**src/rtl/hazard_pkg.sv**
```systemverilog
// Shared types and constants for the pipeline hazard/issue controller.
// The optional statistics block is enabled by PIPE_HAZARD_CTRL_STATS_EN.
package hazard_pkg;

    typedef enum logic {
        RUN   = 1'b0,
        BWAIT = 1'b1
    } hz_state_t;

    localparam int HZ_NREG = 16;
    localparam int HZ_AW   = 4;

    // Bit positions in the sticky error-cause vector
    localparam int ERR_NCAUSE   = 3;
    localparam int ERR_DEC_ZERO = 0;
    localparam int ERR_PC_RUN   = 1;
    localparam int ERR_WDOG     = 2;

endpackage

```
**src/rtl/pend_scoreboard.sv**
```systemverilog
// Per-register count of in-flight writes: inc on issue, dec on writeback,
// two source read ports and a counter-full check on the destination.
module pend_scoreboard
    import hazard_pkg::*;
#(
    parameter int NREG = HZ_NREG,
    parameter int AW   = HZ_AW,
    parameter int CW   = 2
) (
    input  logic          clk,
    input  logic          rst,
    input  logic          inc_en,
    input  logic [AW-1:0] inc_addr,
    input  logic          dec_en,
    input  logic [AW-1:0] dec_addr,
    input  logic [AW-1:0] ra1,
    input  logic [AW-1:0] ra2,
    input  logic [AW-1:0] wa,
    output logic [CW-1:0] rd1,
    output logic [CW-1:0] rd2,
    output logic          wa_full,
    output logic          any_pend,
    output logic          dec_err
);

    logic [CW-1:0]   r_pend [NREG];
    logic [NREG-1:0] w_inc_hit;
    logic [NREG-1:0] w_dec_hit;

    always_comb begin
        w_inc_hit = '0;
        w_dec_hit = '0;
        any_pend  = 1'b0;
        for (int unsigned i = 0; i < NREG; i++) begin
            w_inc_hit[i] = inc_en && (inc_addr == AW'(i));
            w_dec_hit[i] = dec_en && (dec_addr == AW'(i));
            any_pend     = any_pend | (r_pend[i] != '0);
        end
    end

    assign rd1     = r_pend[ra1];
    assign rd2     = r_pend[ra2];
    assign wa_full = (r_pend[wa] == '1);
    // A writeback cancelled by a same-cycle issue to that register is not an underflow
    assign dec_err = dec_en && (r_pend[dec_addr] == '0) &&
                     !(inc_en && (inc_addr == dec_addr));

    always_ff @(posedge clk) begin
        if (!rst) begin
            for (int unsigned i = 0; i < NREG; i++) begin
                r_pend[i] <= '0;
            end
        end else begin
            for (int unsigned i = 0; i < NREG; i++) begin
                if (w_inc_hit[i] && !w_dec_hit[i] && (r_pend[i] != '1)) begin
                    r_pend[i] <= r_pend[i] + 1'b1;
                end else if (w_dec_hit[i] && !w_inc_hit[i] && (r_pend[i] != '0)) begin
                    r_pend[i] <= r_pend[i] - 1'b1;
                end
            end
        end
    end

endmodule

```
**src/rtl/pipe_hazard_ctrl.sv**
```systemverilog
// Issue/fetch controller: scoreboard-based stall, branch wait with watchdog.
// Define PIPE_HAZARD_CTRL_STATS_EN to build the stall/branch statistics counters.
module pipe_hazard_ctrl
    import hazard_pkg::*;
#(
    parameter int NREG = HZ_NREG,
    parameter int AW   = HZ_AW,
    parameter int CW   = 2,
    parameter int BMAX = 15,
    parameter int STW  = 16
) (
    input  logic           clk,
    input  logic           rst,
    input  logic           validD,
    input  logic [AW-1:0]  ra1D,
    input  logic [AW-1:0]  ra2D,
    input  logic           use1D,
    input  logic           use2D,
    input  logic [AW-1:0]  wa3D,
    input  logic           regWriteD,
    input  logic           branchD,
    input  logic           regWriteW,
    input  logic [AW-1:0]  WA3W,
    input  logic           PCSrcW,
    output logic           issue,
    output logic           stallF,
    output logic           flushE,
    output logic           busy,
    output logic           err,
    output logic [STW-1:0] stallCnt,
    output logic [STW-1:0] brCnt
);

    localparam int BW = $clog2(BMAX + 1);

    hz_state_t               r_state;
    hz_state_t               w_state_nxt;
    logic [BW-1:0]           r_bcnt;
    logic [BW-1:0]           w_bcnt_nxt;
    logic [ERR_NCAUSE-1:0]   r_cause;
    logic [ERR_NCAUSE-1:0]   w_cause_set;
    logic [CW-1:0]           w_rd1;
    logic [CW-1:0]           w_rd2;
    logic                    w_full;
    logic                    w_any_pend;
    logic                    w_dec_err;
    logic                    w_hz;
    logic                    w_issue;
    logic                    w_stallF;
    logic                    w_flushE;

    pend_scoreboard #(
        .NREG (NREG),
        .AW   (AW),
        .CW   (CW)
    ) u_sb (
        .clk      (clk),
        .rst      (rst),
        .inc_en   (w_issue & regWriteD),
        .inc_addr (wa3D),
        .dec_en   (regWriteW),
        .dec_addr (WA3W),
        .ra1      (ra1D),
        .ra2      (ra2D),
        .wa       (wa3D),
        .rd1      (w_rd1),
        .rd2      (w_rd2),
        .wa_full  (w_full),
        .any_pend (w_any_pend),
        .dec_err  (w_dec_err)
    );

    assign w_hz = (use1D && (w_rd1 != '0)) ||
                  (use2D && (w_rd2 != '0)) ||
                  (regWriteD && w_full);

    always_comb begin
        w_state_nxt = r_state;
        w_bcnt_nxt  = r_bcnt;
        w_cause_set = '0;
        w_issue     = 1'b0;
        w_stallF    = 1'b1;
        w_flushE    = 1'b1;
        if (rst) begin
            w_cause_set[ERR_DEC_ZERO] = w_dec_err;
            unique case (r_state)
                RUN: begin
                    w_issue  = validD & ~w_hz;
                    w_stallF = PCSrcW ? 1'b0 : ~(w_issue & ~branchD);
                    w_flushE = ~w_issue;
                    w_cause_set[ERR_PC_RUN] = PCSrcW;
                    if (w_issue && branchD) begin
                        w_state_nxt = BWAIT;
                        w_bcnt_nxt  = '0;
                    end
                end
                BWAIT: begin
                    w_stallF = ~PCSrcW;
                    if (PCSrcW) begin
                        w_state_nxt = RUN;
                    end else if (r_bcnt == BW'(BMAX - 1)) begin
                        w_state_nxt = RUN;
                        w_cause_set[ERR_WDOG] = 1'b1;
                    end else begin
                        w_bcnt_nxt = r_bcnt + 1'b1;
                    end
                end
                default: w_state_nxt = RUN;
            endcase
        end
    end

    always_ff @(posedge clk) begin
        if (!rst) begin
            r_state <= RUN;
            r_bcnt  <= '0;
            r_cause <= '0;
        end else begin
            r_state <= w_state_nxt;
            r_bcnt  <= w_bcnt_nxt;
            r_cause <= r_cause | w_cause_set;
        end
    end

    assign issue  = w_issue;
    assign stallF = w_stallF;
    assign flushE = w_flushE;
    assign busy   = w_any_pend | (r_state == BWAIT);
    assign err    = |r_cause;

`ifdef PIPE_HAZARD_CTRL_STATS_EN
    logic [STW-1:0] r_stall_cnt;
    logic [STW-1:0] r_br_cnt;

    always_ff @(posedge clk) begin
        if (!rst) begin
            r_stall_cnt <= '0;
            r_br_cnt    <= '0;
        end else begin
            if ((r_state == RUN) && validD && w_hz && (r_stall_cnt != '1)) begin
                r_stall_cnt <= r_stall_cnt + 1'b1;
            end
            if ((r_state == BWAIT) && (r_br_cnt != '1)) begin
                r_br_cnt <= r_br_cnt + 1'b1;
            end
        end
    end

    assign stallCnt = r_stall_cnt;
    assign brCnt    = r_br_cnt;
`else
    assign stallCnt = '0;
    assign brCnt    = '0;
`endif

endmodule
```
**config.mk**
```make
export PLATFORM = sky130hd
export DESIGN_NAME = pipe_hazard_ctrl
export DESIGN_NICKNAME = d
export VERILOG_FILES = /design/src/rtl/hazard_pkg.sv /design/src/rtl/pend_scoreboard.sv /design/src/rtl/pipe_hazard_ctrl.sv
export SDC_FILE = /design/constraint.sdc
export NUM_CORES = 1
export LEC_CHECK = 0
export ABC_AREA = 1
export CORE_UTILIZATION = 55
export CTS_CLUSTER_DIAMETER = 60
export DETAILED_ROUTE_END_ITERATION = 10
export PLACE_DENSITY = 0.81
export SYNTH_ARGS = -nofsm -noshare
export SYNTH_HDL_FRONTEND = slang
export SYNTH_SLANG_ARGS = --single-unit
```
**constraint.sdc**
```tcl
create_clock -name clk -period 2.7 [get_ports clk]
set_input_delay 0.54 -clock clk [delete_from_list [all_inputs] [get_ports clk]]
set_output_delay 0.54 -clock clk [all_outputs]
set_load 0.005 [all_outputs]
```
==> qor.csv <==
metric,value,unit
status,"complete, but fails checks",
violations,DRC,
wirelength,13.8,mm
cts_tree,built,
place_ws,-0.561,ns
synth_ff_type,edfxtp_1,
worst_setup_path_end_kind,output port,
hpwlAfterDp,10.3,mm
fin_util,0.769,
cp.arrival,2.14,ns
synth_area,3990,um^2
io_pins,62,
place_congestion,1.03,
die_w,87.2,um
start_kind,register,
min_period,2.68,ns
drc_errors,1,
clock_skew,0.00250,ns
num-nets-final,793,
leakage,2.63,nW
area_growth,33.1,%
synthTopCellsByArea,"edfxtp_1 24%, nand2_1 20%, inv_1 6.8%",
synth-seq-area-share,0.281,
synth_common_cells,"210 x nand2_1, 72 x inv_1, 71 x nor2_1",
fp.dieH,87.2,um
synth-async-reset-ratio,0,
ant_nets,0,
worst-setup-path-type,reg2out,
peakVddDrop,0.238,mV
rsz0062_at_grt,true,
grt_pass1_vias,4305,
synth-edff-count,32,
coreArea,6910,um^2
grt_pass1_wl,20.8,mm
report.final.slew_viol_count,0,
wl_per_cell,16.0,um
cts_buffers,5,
grt_max_degree,33,
worstHoldPathCells,2,
cts-root-buf,clkbuf_8,
syn_area_per_cell,6.28,um^2
syn_inst,635,
required,2.16,ns
vias_per_cell,5.60,
power.density,361,nW/um^2
grt-ovfl-total,0,
fmax,0.374,GHz
finalHoldViolCount,0,
place_area,4830,um^2
clock_path_buffers,2,
dr_total_vias,4819,
reg2reg_depth,18,
clock_latency,0.30,ns
setup_viol,0,
htreeDepth,2,
synth_warnings,0,
diodes,0,
antenna_found_initial,0,
synth_top_area_cell,edfxtp_1,
synth.most_common_cell,nand2_1,
hp-class,reg2reg,
finalNonFillerCells,861,
io_buffers,29,
drt_iter0_drc,600,
initial_utilization,0.578,
fp.dieArea,7600,um^2
tightest_slew,0.620,ns
grtUsageTotal,0.363,
relSlewSlack,0.583,
rows,30,
dp.cells,828,
fillers,544,
fin_crit_sh,0.991,
final_area,5310,um^2
yosys.cell_types.count,39,
drive_above_1_share,0.229,
synth_top_cell_area_share,0.241,
cts.reportedPaths.clkPinSlew,0.09,ns
worst_slack,0.0243,ns
crit_fanout,3,
ys_ff_latch,40,
maxCapViolCount,0,
cts.sinks,40,
firstDrtPassIters,8,
worst_hold_slack,0.460,ns
==> critical path, stage by stage (launching register included) <==
cell      delay [ns]
edfxtp_1        0.44
buf_6           0.15
nor2_4          0.11
nand2_1         0.06
nand2_1         0.07
nand2_1         0.06
nand3_1         0.08
nand3_1         0.10
nand3_2         0.11
nand3_4         0.09
nor3_4          0.14
buf_4           0.14
inv_2           0.03
nor2_2          0.07
a21oi_1         0.04
buf_2           0.12
==> kinds of logic after synthesis <==
logic type,share of synthesized area
AO/OA/AOI/OAI,0.0947
XOR/XNOR,0.0154
adder cells (fa/ha/maj),0.0125
buffers and inverters,0.162
flip-flops,0.281
other,0.000940
AND/OR/NAND/NOR,0.433
==> report_power, final <==
group / switching, mW / internal, mW / total, mW
clock: 0.240 / 0.290 / 0.529
sequential: 0.0316 / 0.708 / 0.739
combinational: 0.373 / 0.275 / 0.647
==> metal layers <==
layer,wire (um),track usage
met1,5470,0.468
met2,6590,0.619
met5,0,0
met3,1260,0.0360
met4,490,0.156
==> repair_timing <==
action | CTS | global route
buffers inserted | 13 | 9
pin swaps | 9 | 12
hold buffers | 0 | 0
gates resized for setup | 49 | 27
setup endpoints to repair | 18 | 32
cloned | 1 | 2
==> final timing paths <==
| kind | startpoint | to | slack, ns |
|---|---|---|---|
| hold / removal | r_cause[1]$_SDFF_PN0_ | r_cause[1]$_SDFF_PN0_ | 0.46 |
| hold reg to reg | r_cause[1]$_SDFF_PN0_ | r_cause[1]$_SDFF_PN0_ | 0.46 |
| setup / recovery | u_sb.r_pend[2][0]$_SDFFCE_PN0P_ | stallF | 0.02 |
| setup reg to reg | u_sb.r_pend[2][0]$_SDFFCE_PN0P_ | u_sb.r_pend[9][0]$_DFFE_PP_ | 0.12 |
==> cells in the final DEF, fill, tap and decap left out, drive strengths merged, types with 3 or more instances in the layout <==
cell | synthesis | routed
inv | 77 | 77
o21ai | 24 | 24
buf | 43 | 113
a31oi | 3 | 3
clkbuf | 6 | 11
nand3 | 54 | 54
xor2 | 5 | 5
nor3 | 7 | 7
dfxtp | 8 | 8
dlygate4sd2 | 0 | 5
nor2 | 86 | 86
o22ai | 8 | 8
nand4 | 19 | 19
conb | 1 | 32
clkdlybuf4s50 | 0 | 17
edfxtp | 32 | 32
a21oi | 25 | 25
ha | 4 | 4
o211ai | 5 | 5
nor4 | 9 | 9
nand2 | 211 | 211
==> registers in the layout (all words and copies together) (netlist names) <==
register,flops
u_sb.r_pend,32
r_bcnt,4
r_cause,3
r_state,1
==> stage by stage <==
step	TNS [ns]	total power, mW
final	0	1.92
after global routing	-0.222	1.98
after CTS	-0.00303	1.86
after detailed placement	-18.81	1.32
after global placement	-16.99	1.30
after floorplan	0	1.09
==> cell type report <==
type,instances,area (um^2),area share
multi-input cells,499,2450,0.461
repair buffers,140,1200,0.226
flip-flops and latches,40,1120,0.211
inverters,78,295,0.0556
clock buffers,8,121,0.0229
well taps,96,120,0.0226
Note: power is estimated with default switching activity, not from simulation.
